File: config.mk
export PLATFORM = sky130hd
export DESIGN_NAME = phase_accumulator_nco
export DESIGN_NICKNAME = d
export VERILOG_FILES = /design/src/rtl/phase_accumulator_nco.sv
export SDC_FILE = /design/constraint.sdc
export NUM_CORES = 1
export LEC_CHECK = 0
export CAP_MARGIN = 20
export CORE_MARGIN = 2
export CORE_UTILIZATION = 50
export DETAILED_ROUTE_END_ITERATION = 16
export PLACE_DENSITY = 0.81
export SYNTH_ARGS = -nofsm -noshare
export SYNTH_HDL_FRONTEND = slang
export SYNTH_SLANG_ARGS = --single-unit
File: constraint.sdc
create_clock -name clk -period 4.7 [get_ports clk]
set_input_delay 1.41 -clock clk [delete_from_list [all_inputs] [get_ports clk]]
set_output_delay 1.41 -clock clk [all_outputs]
set_load 0.02 [all_outputs]
File: src/rtl/phase_accumulator_nco.sv
// phase_accumulator_nco
//   NCO-style phase accumulator for the CDR loop.
//   - The accumulator holds PHASE_W integer phase bits above FRAC_W fractional bits.
//   - Each enabled cycle it advances by a programmable frequency control word (FCW).
//   - Early/late nudges from the phase detector move the phase by +/-ADJ_STEP.
//   - NPH equally spaced phase taps feed the multi-phase sampler.
//   - wrap and slip are one-cycle strobes for a forward carry and a backward borrow.
//
// Optional build macro: PHASE_DITHER_EN
//   When it is defined, a 16-bit Fibonacci LFSR (taps 16,14,13,11) is added.
//   The LFSR is seeded with 16'hACE1 on reset and steps on every enabled cycle.
//   Its low min(FRAC_W,16) bits are added into the fractional sum as an unsigned term.
//   The dither term takes part in wrap detection.
//
// Reset: rst is synchronous and active-low (0 = reset, sampled on posedge clk).
//   Reset has priority over every other input.

module phase_accumulator_nco #(
    parameter int                          PHASE_W     = 8,
    parameter int                          FRAC_W      = 8,
    parameter int                          NPH         = 4,
    parameter logic [PHASE_W+FRAC_W-1:0]   FCW_DEFAULT = 16'h0100,
    parameter logic [PHASE_W+FRAC_W-1:0]   ADJ_STEP    = 16'h0010
) (
    input  logic                           clk,
    input  logic                           rst,
    input  logic                           en,
    input  logic                           fcw_load,
    input  logic [PHASE_W+FRAC_W-1:0]      fcw_in,
    input  logic                           adj_up,
    input  logic                           adj_dn,
    output logic [PHASE_W-1:0]             phase,
    output logic [NPH*PHASE_W-1:0]         phase_taps,
    output logic                           wrap,
    output logic                           slip
);

    localparam int ACC_W = PHASE_W + FRAC_W;

    // The sum is kept three bits wider than the accumulator and read as two's complement.
    // The worst case is acc + FCW + ADJ_STEP + dither, which can approach 3*2^ACC_W.
    // Two extra bits would not hold that without aliasing into the sign bit.
    // The top bit is therefore the borrow (a negative sum).
    // The bits between it and ACC_W flag a carry.
    localparam int SUM_W = ACC_W + 3;

    localparam logic [SUM_W-1:0] ADJ_POS = {3'b000, ADJ_STEP};
    localparam logic [SUM_W-1:0] ADJ_NEG = -ADJ_POS;

    // Spacing between adjacent taps, in integer phase LSBs.
    localparam int TAP_STEP = (1 << PHASE_W) / NPH;

    logic [ACC_W-1:0] acc_reg;
    logic [ACC_W-1:0] acc_next;
    logic [ACC_W-1:0] fcw_reg;
    logic [ACC_W-1:0] fcw_next;
    logic             wrap_reg;
    logic             wrap_next;
    logic             slip_reg;
    logic             slip_next;

    logic [SUM_W-1:0] acc_ext;
    logic [SUM_W-1:0] inc_term;
    logic [SUM_W-1:0] adj_term;
    logic [SUM_W-1:0] dither_term;
    logic [SUM_W-1:0] sum;

`ifdef PHASE_DITHER_EN
    // With FRAC_W=0 there are no fractional bits to dither.
    // The LFSR still runs in that case, so its sequence does not depend on FRAC_W.
    localparam int DITH_W = (FRAC_W < 16) ? FRAC_W : 16;

    logic [15:0] lfsr_reg;
    logic [15:0] lfsr_next;

    // The Fibonacci LFSR (x^16 + x^14 + x^13 + x^11 + 1) shifts only on enabled cycles.
    always_comb begin
        lfsr_next = lfsr_reg;
        if (en) begin
            lfsr_next = {lfsr_reg[14:0],
                         lfsr_reg[15] ^ lfsr_reg[13] ^ lfsr_reg[12] ^ lfsr_reg[10]};
        end
    end

    // The LFSR state register is re-seeded on every reset, so a run after reset is reproducible.
    always_ff @(posedge clk) begin
        if (!rst) begin
            lfsr_reg <= 16'hACE1;
        end else begin
            lfsr_reg <= lfsr_next;
        end
    end

    generate
        if (DITH_W > 0) begin : g_dither
            assign dither_term = en ? {{(SUM_W-DITH_W){1'b0}}, lfsr_reg[DITH_W-1:0]}
                                    : '0;
        end else begin : g_no_dither
            assign dither_term = '0;
        end
    endgenerate
`else
    assign dither_term = '0;
`endif

    // Build the terms of the sum.
    // The nudge is sign-extended so that a backward step can produce a borrow.
    always_comb begin
        acc_ext  = {3'b000, acc_reg};
        inc_term = '0;
        if (en) begin
            inc_term = {3'b000, fcw_reg};
        end
        adj_term = '0;
        case ({adj_up, adj_dn})
            2'b10:   adj_term = ADJ_POS;
            2'b01:   adj_term = ADJ_NEG;
            default: adj_term = '0;
        endcase
    end

    // Form the next accumulator value and classify it as a carry, a borrow, or neither.
    always_comb begin
        sum       = acc_ext + inc_term + adj_term + dither_term;
        acc_next  = sum[ACC_W-1:0];
        slip_next = sum[SUM_W-1];
        wrap_next = ~sum[SUM_W-1] & (|sum[SUM_W-2:ACC_W]);
    end

    // A new FCW is latched at this edge.
    // The increment computed in the load cycle still uses the old word.
    always_comb begin
        fcw_next = fcw_reg;
        if (fcw_load) begin
            fcw_next = fcw_in;
        end
    end

    // Update the accumulator, FCW and strobe registers; reset overrides everything.
    always_ff @(posedge clk) begin
        if (!rst) begin
            acc_reg  <= '0;
            fcw_reg  <= FCW_DEFAULT;
            wrap_reg <= 1'b0;
            slip_reg <= 1'b0;
        end else begin
            acc_reg  <= acc_next;
            fcw_reg  <= fcw_next;
            wrap_reg <= wrap_next;
            slip_reg <= slip_next;
        end
    end

    assign phase = acc_reg[ACC_W-1 -: PHASE_W];
    assign wrap  = wrap_reg;
    assign slip  = slip_reg;

    // Each tap is the integer phase plus a fixed offset, taken modulo 2^PHASE_W.
    // The taps add no latency beyond the accumulator register.
    generate
        for (genvar gi = 0; gi < NPH; gi++) begin : g_tap
            localparam logic [PHASE_W-1:0] TAP_OFFSET = PHASE_W'(gi * TAP_STEP);
            assign phase_taps[gi*PHASE_W +: PHASE_W] = phase + TAP_OFFSET;
        end
    endgenerate

endmodule

# After elaboration in Yosys (flattened, before gate mapping)
# Index checks and enable logic that the tools add are counted.
dict set report word_totals {
  memories 0
  latch_bits 0
  rom_bits 0
  in_bits 22
  ram_bits 0
  register_bits 34
  out_inout_bits 42
}
dict set report op_classes {
  n_eq_ne 2
  n_shift 0
  n_mux 2
  n_reduce_logical 1
  div 0
  n_bitwise 2
  addsub 5
  n_mul 0
  order_cmp 0
}
# cell count
set ops {}
lappend ops {{19-bit case mux with 2 select lines} 1}
lappend ops {{16-bit by 19-bit adder with 19-bit output} 1}
lappend ops {{19-bit adder} 1}
lappend ops {{8-bit adder, second input constant} 2}
lappend ops {{16-bit 2-to-1 mux} 1}
lappend ops {{8-bit by 7-bit adder with 8-bit output, second input constant} 1}
lappend ops {{2-bit by 1-bit == test with 1-bit output, second input constant} 1}
lappend ops {{2-bit == test, second input constant} 1}
lappend ops {{2-bit OR reduction} 1}
lappend ops {{1-bit bitwise AND} 1}
lappend ops {{1-bit NOT} 1}

# Depth between registers and ports, before layout
dict set report logic_depth {
  depth_word 5
  depth_mapped 12
  depth_no_buf 12
}

# Worst setup path before layout
# OpenSTA, ideal clock, no wires.
dict set report synth_timing {
  path_kind {in2reg}
  from {input port adj_up}
  to {register wrap_reg (netlist: wrap)}
  path_slack_ns 0.461
  path_buffers 0
  path_stages 11
  t_required_ns 4.578
  arrival_time_ns 4.117
  cell_sequence {inv_1 > ha_1 > fa_1 > ha_1 > o21a_1 > o21ai_2 > a21oi_1 > a2111oi_4 > xnor2_1 > o31ai_2 > a21boi_1}
}
dict set report synth_between {
  elab_chain_cells 5
}
# element line
set synth_rtl {}
lappend synth_rtl {{start: declaration} 30} ;# input logic adj_up,
lappend synth_rtl {{2-bit by 1-bit == test with 1-bit output or 2-bit == test (tied branches)} 115} ;# case ({adj_up, adj_dn})
lappend synth_rtl {{19-bit case mux with 2 select lines (*)} 115}
lappend synth_rtl {{19-bit adder (*)} 124} ;# sum = acc_ext + inc_term + adj_term + dither_term;
lappend synth_rtl {{2-bit OR reduction or 1-bit NOT (tied branches)} 127} ;# wrap_next = ~sum[SUM_W-1] & (|sum[SUM_W-2:ACC_W]);
lappend synth_rtl {{1-bit bitwise AND (*)} 127}
lappend synth_rtl {{end signal: assignment} 149} ;# wrap_reg <= wrap_next;
lappend synth_rtl {{end: declaration} 57} ;# logic wrap_reg;
# Every way passes the cells marked *; elsewhere a longest branch is shown, timed or not.
# A chain may end at the register's enable or synchronous reset.

# Final worst setup path
dict set report layout_timing {
  from {input port en}
  to {register acc_reg[15]}
}
dict set report layout_between {
  elab_chain_cells 3
}
# element line
set layout_rtl {}
lappend layout_rtl {{start: declaration} 27} ;# input logic en,
lappend layout_rtl {{16-bit 2-to-1 mux} 111} ;# if (en) begin
lappend layout_rtl {{16-bit by 19-bit adder with 19-bit output} 124}
lappend layout_rtl {{19-bit adder} 124}
lappend layout_rtl {{end signal: assignment} 147} ;# acc_reg <= acc_next;
lappend layout_rtl {{end: declaration} 53} ;# logic [ACC_W-1:0] acc_reg;
# Every way passes these cells.

==> impl_metrics.json <==
{
  "status": "complete, no violations",
  "drv_slew": 0,
  "vias": 1899,
  "synth_edf_count": 0,
  "dieArea_um2": 5840,
  "fin_area_um2": 3200,
  "cp.required_ns": 4.87,
  "postCtsSetupRepairBufs": 0,
  "fp.dieW_um": 76.4,
  "overflow": 0,
  "grt_pass1_vias": 1881,
  "antenna_found_initial": 0,
  "total_leakage_power_nw": 1.40,
  "syn_inst": 272,
  "hold_viol_final": 0,
  "pin_count": 64,
  "fin_skew_ns": 0.00769,
  "dr.pass1.iters": 4,
  "initial_core_util": 0.516,
  "place_area_um2": 3090,
  "synth-seq-cells": 34,
  "crit_path_start": "en",
  "post-route-min-period_ns": 4.34,
  "fill_cells": 424,
  "ys_warn_count": 0,
  "dieHeight_um": 76.4,
  "dpl.hpwl_um": 3890,
  "drive_gt1_frac": 0.0817,
  "hold_path_depth": 2,
  "synth-main-ff-cell": "dfxtp_1",
  "insertion_delay_ns": 0.29,
  "cts.sinks": 34,
  "setup_tns_ns": 0,
  "maxCapViolations": 0,
  "yosys-top-cells-area": "dfxtp_1 (26%), ha_1 (11%), buf_4 (10%)",
  "yosysSeqAreaShare": 0.260,
  "place_inst": 368,
  "ys_async_sr_fraction": 0,
  "cp_max_fo": 14,
  "grt_max_degree": 35,
  "hold_class": "reg2reg",
  "avgSynthCellArea_um2": 9.63,
  "routed_wl_um": 4810,
  "ant_nets": 0,
  "worstSetupEndpointType": "flop",
  "syn-num-nets": 329,
  "r2r-start": "fcw_reg[7]$_SDFFE_PN0P_",
  "path_clk_slew_ns": 0.07,
  "core.rowCount": 26,
  "netlist-cell-type-count": 42,
  "cp_cell_sequence": "clkdlybuf4s50_1 > and2_1 > fa_1 > ha_1 > nand3_1 > a21o_1 > a31oi_1 > a31oi_1 > a22o_1 > xnor2_1 > and2_1",
  "clk_path_buf_depth": 2,
  "critPathLaunchType": "primary input",
  "cts_hold_buf": 0,
  "peakVddDrop_mv": 0.310,
  "synth_largest_area_cell": "dfxtp_1",
  "cts_tree": "done",
  "critPathSlowestCell": "clkdlybuf4s50_1",
  "synth_most_common_cell": "buf_4",
  "finalCritPeriodShare": 0.923,
  "layout.cells.non_filler": 376,
  "via_per_inst": 5.05,
  "grt_pass1_wl_um": 8610,
  "criticalPathCategory": "in2reg",
  "r2r-end": "acc_reg[15]$_SDFF_PN0_",
  "p_per_area_nw_per_um2": 546,
  "rsz0062_at_grt": "false",
  "final_nets": 362,
  "hold_end": "fcw_reg[8]$_SDFFE_PN1P_",
  "ctsHtreeMaxLevel": 2,
  "route.detailed.drc": 0,
  "routedWlPerCell_um": 12.8,
  "cts_resized": 0,
  "area_growth_pct": 22.1,
  "drt_iter0_drc": 57,
  "synth_top_area_frac": 0.260,
  "setup_viol": 0,
  "syn-cell-area_um2": 2620,
  "slowest_delay_ns": 0.73,
  "rrSetupSlack_ns": 1.96,
  "io_buffers": 63,
  "max_slew_margin": 0.321,
  "cts_root_buffer": "clkbuf_8",
  "tightest_slew_ns": 1.02,
  "fmax_mhz": 231,
  "synth_common_cells": "buf_4 (36), dfxtp_1 (34), and2_1 (31)",
  "grt_usage": 0.182,
  "hold_path_startpoint": "fcw_reg[8]$_SDFFE_PN1P_",
  "core_um2": 5070,
  "rr_worst_depth": 10,
  "hold_ws_ns": 0.498,
  "crit_arrival_ns": 4.51,
  "diodes": 0,
  "routabilityCongestion": 0.883,
  "cts-buffers-inserted": 5
}
## through the flow
stage	utilization	setup slack, ns	total power [mW]
global placement	0.609	0.213	1.47
finish	0.630	0.363	1.75
detailed placement	0.609	0.0716	1.49
CTS	0.630	0.376	1.77
floorplan	-	0.461	1.25
global route	0.630	0.195	1.86
## cell usage in the layout, fill, tap and decap left out, types with 2 or more instances in the layout
cell             instances
o21a_1                   2
clkdlybuf4s50_1         63
buf_4                    5
nand2_1                 10
nor2_1                   2
o21ba_2                  2
o21ai_1                  2
inv_1                   10
a211oi_1                 2
dfxtp_1                 34
xnor2_1                 10
ha_1                    22
clkinv_2                 2
mux2i_1                 16
and2_1                  31
xor2_1                   3
a21o_2                   2
fa_1                    13
a21o_1                   6
o21ai_0                  6
nand3_1                  5
nor2b_1                 18
a31oi_1                  4
a21oi_1                 12
clkbuf_8                 5
## kinds of logic (layout without fill, tap and decap cells)
| logic type | after synthesis | count (layout) | share of synthesized area |
|---|---|---|---|
| AND/OR/NAND/NOR | 72 | 72 | 0.159 |
| buffers and inverters | 53 | 87 | 0.131 |
| AO/OA/AOI/OAI | 49 | 49 | 0.141 |
| adder cells (fa/ha/maj) | 35 | 35 | 0.204 |
| flip-flops | 34 | 34 | 0.260 |
| multiplexers | 16 | 16 | 0.0611 |
| XOR/XNOR | 13 | 13 | 0.0435 |
## critical path, delay by kind of cell
| kind | cells | cell delay, ns |
|---|---|---|
| simple gates | 3 | 0.51 |
| xor+xnor | 1 | 0.11 |
| compound gates | 4 | 0.94 |
| fa+ha+maj | 2 | 0.80 |
| buf+inv | 1 | 0.73 |
## power breakdown
| part | switching, mW | leakage, nW | internal, mW | total (mW) |
|---|---|---|---|---|
| sequential | 0.0673 | 0.281 | 0.345 | 0.412 |
| clock | 0.108 | 0.0579 | 0.156 | 0.264 |
| combinational | 0.539 | 1.07 | 0.530 | 1.07 |
## area by class of cell
cell class	instances	area [um2]	share of cell area
Tap cell	70	87.6	0.0274
Timing Repair Buffer	69	688	0.215
Sequential cell	34	681	0.213
Clock buffer	5	68.8	0.0215
Multi-Input combinational cell	185	1600	0.499
Inverter	10	37.5	0.0117
Clock inverter	3	40.0	0.0125
## metal layers
layer  part of all wire  GRT usage
met4             0.0071     0.0491
met3              0.051     0.0391
met5                  0          0
met2               0.49      0.311
met1               0.45      0.233
## how the worst max path moves through the flow
stage,endpoint,slack (ns),cells past startpoint
2_1_floorplan,wrap$_SDFF_PN0_,0.46,11
4_1_cts,acc_reg[15]$_SDFF_PN0_,0.38,11
3_3_place_gp,acc_reg[15]$_SDFF_PN0_,0.21,11
5_1_grt,acc_reg[15]$_SDFF_PN0_,0.19,12
6_report,acc_reg[15]$_SDFF_PN0_,0.36,11
3_5_place_dp,acc_reg[15]$_SDFF_PN0_,0.07,11
No activity file was read; power rests on OpenSTA's default activity.
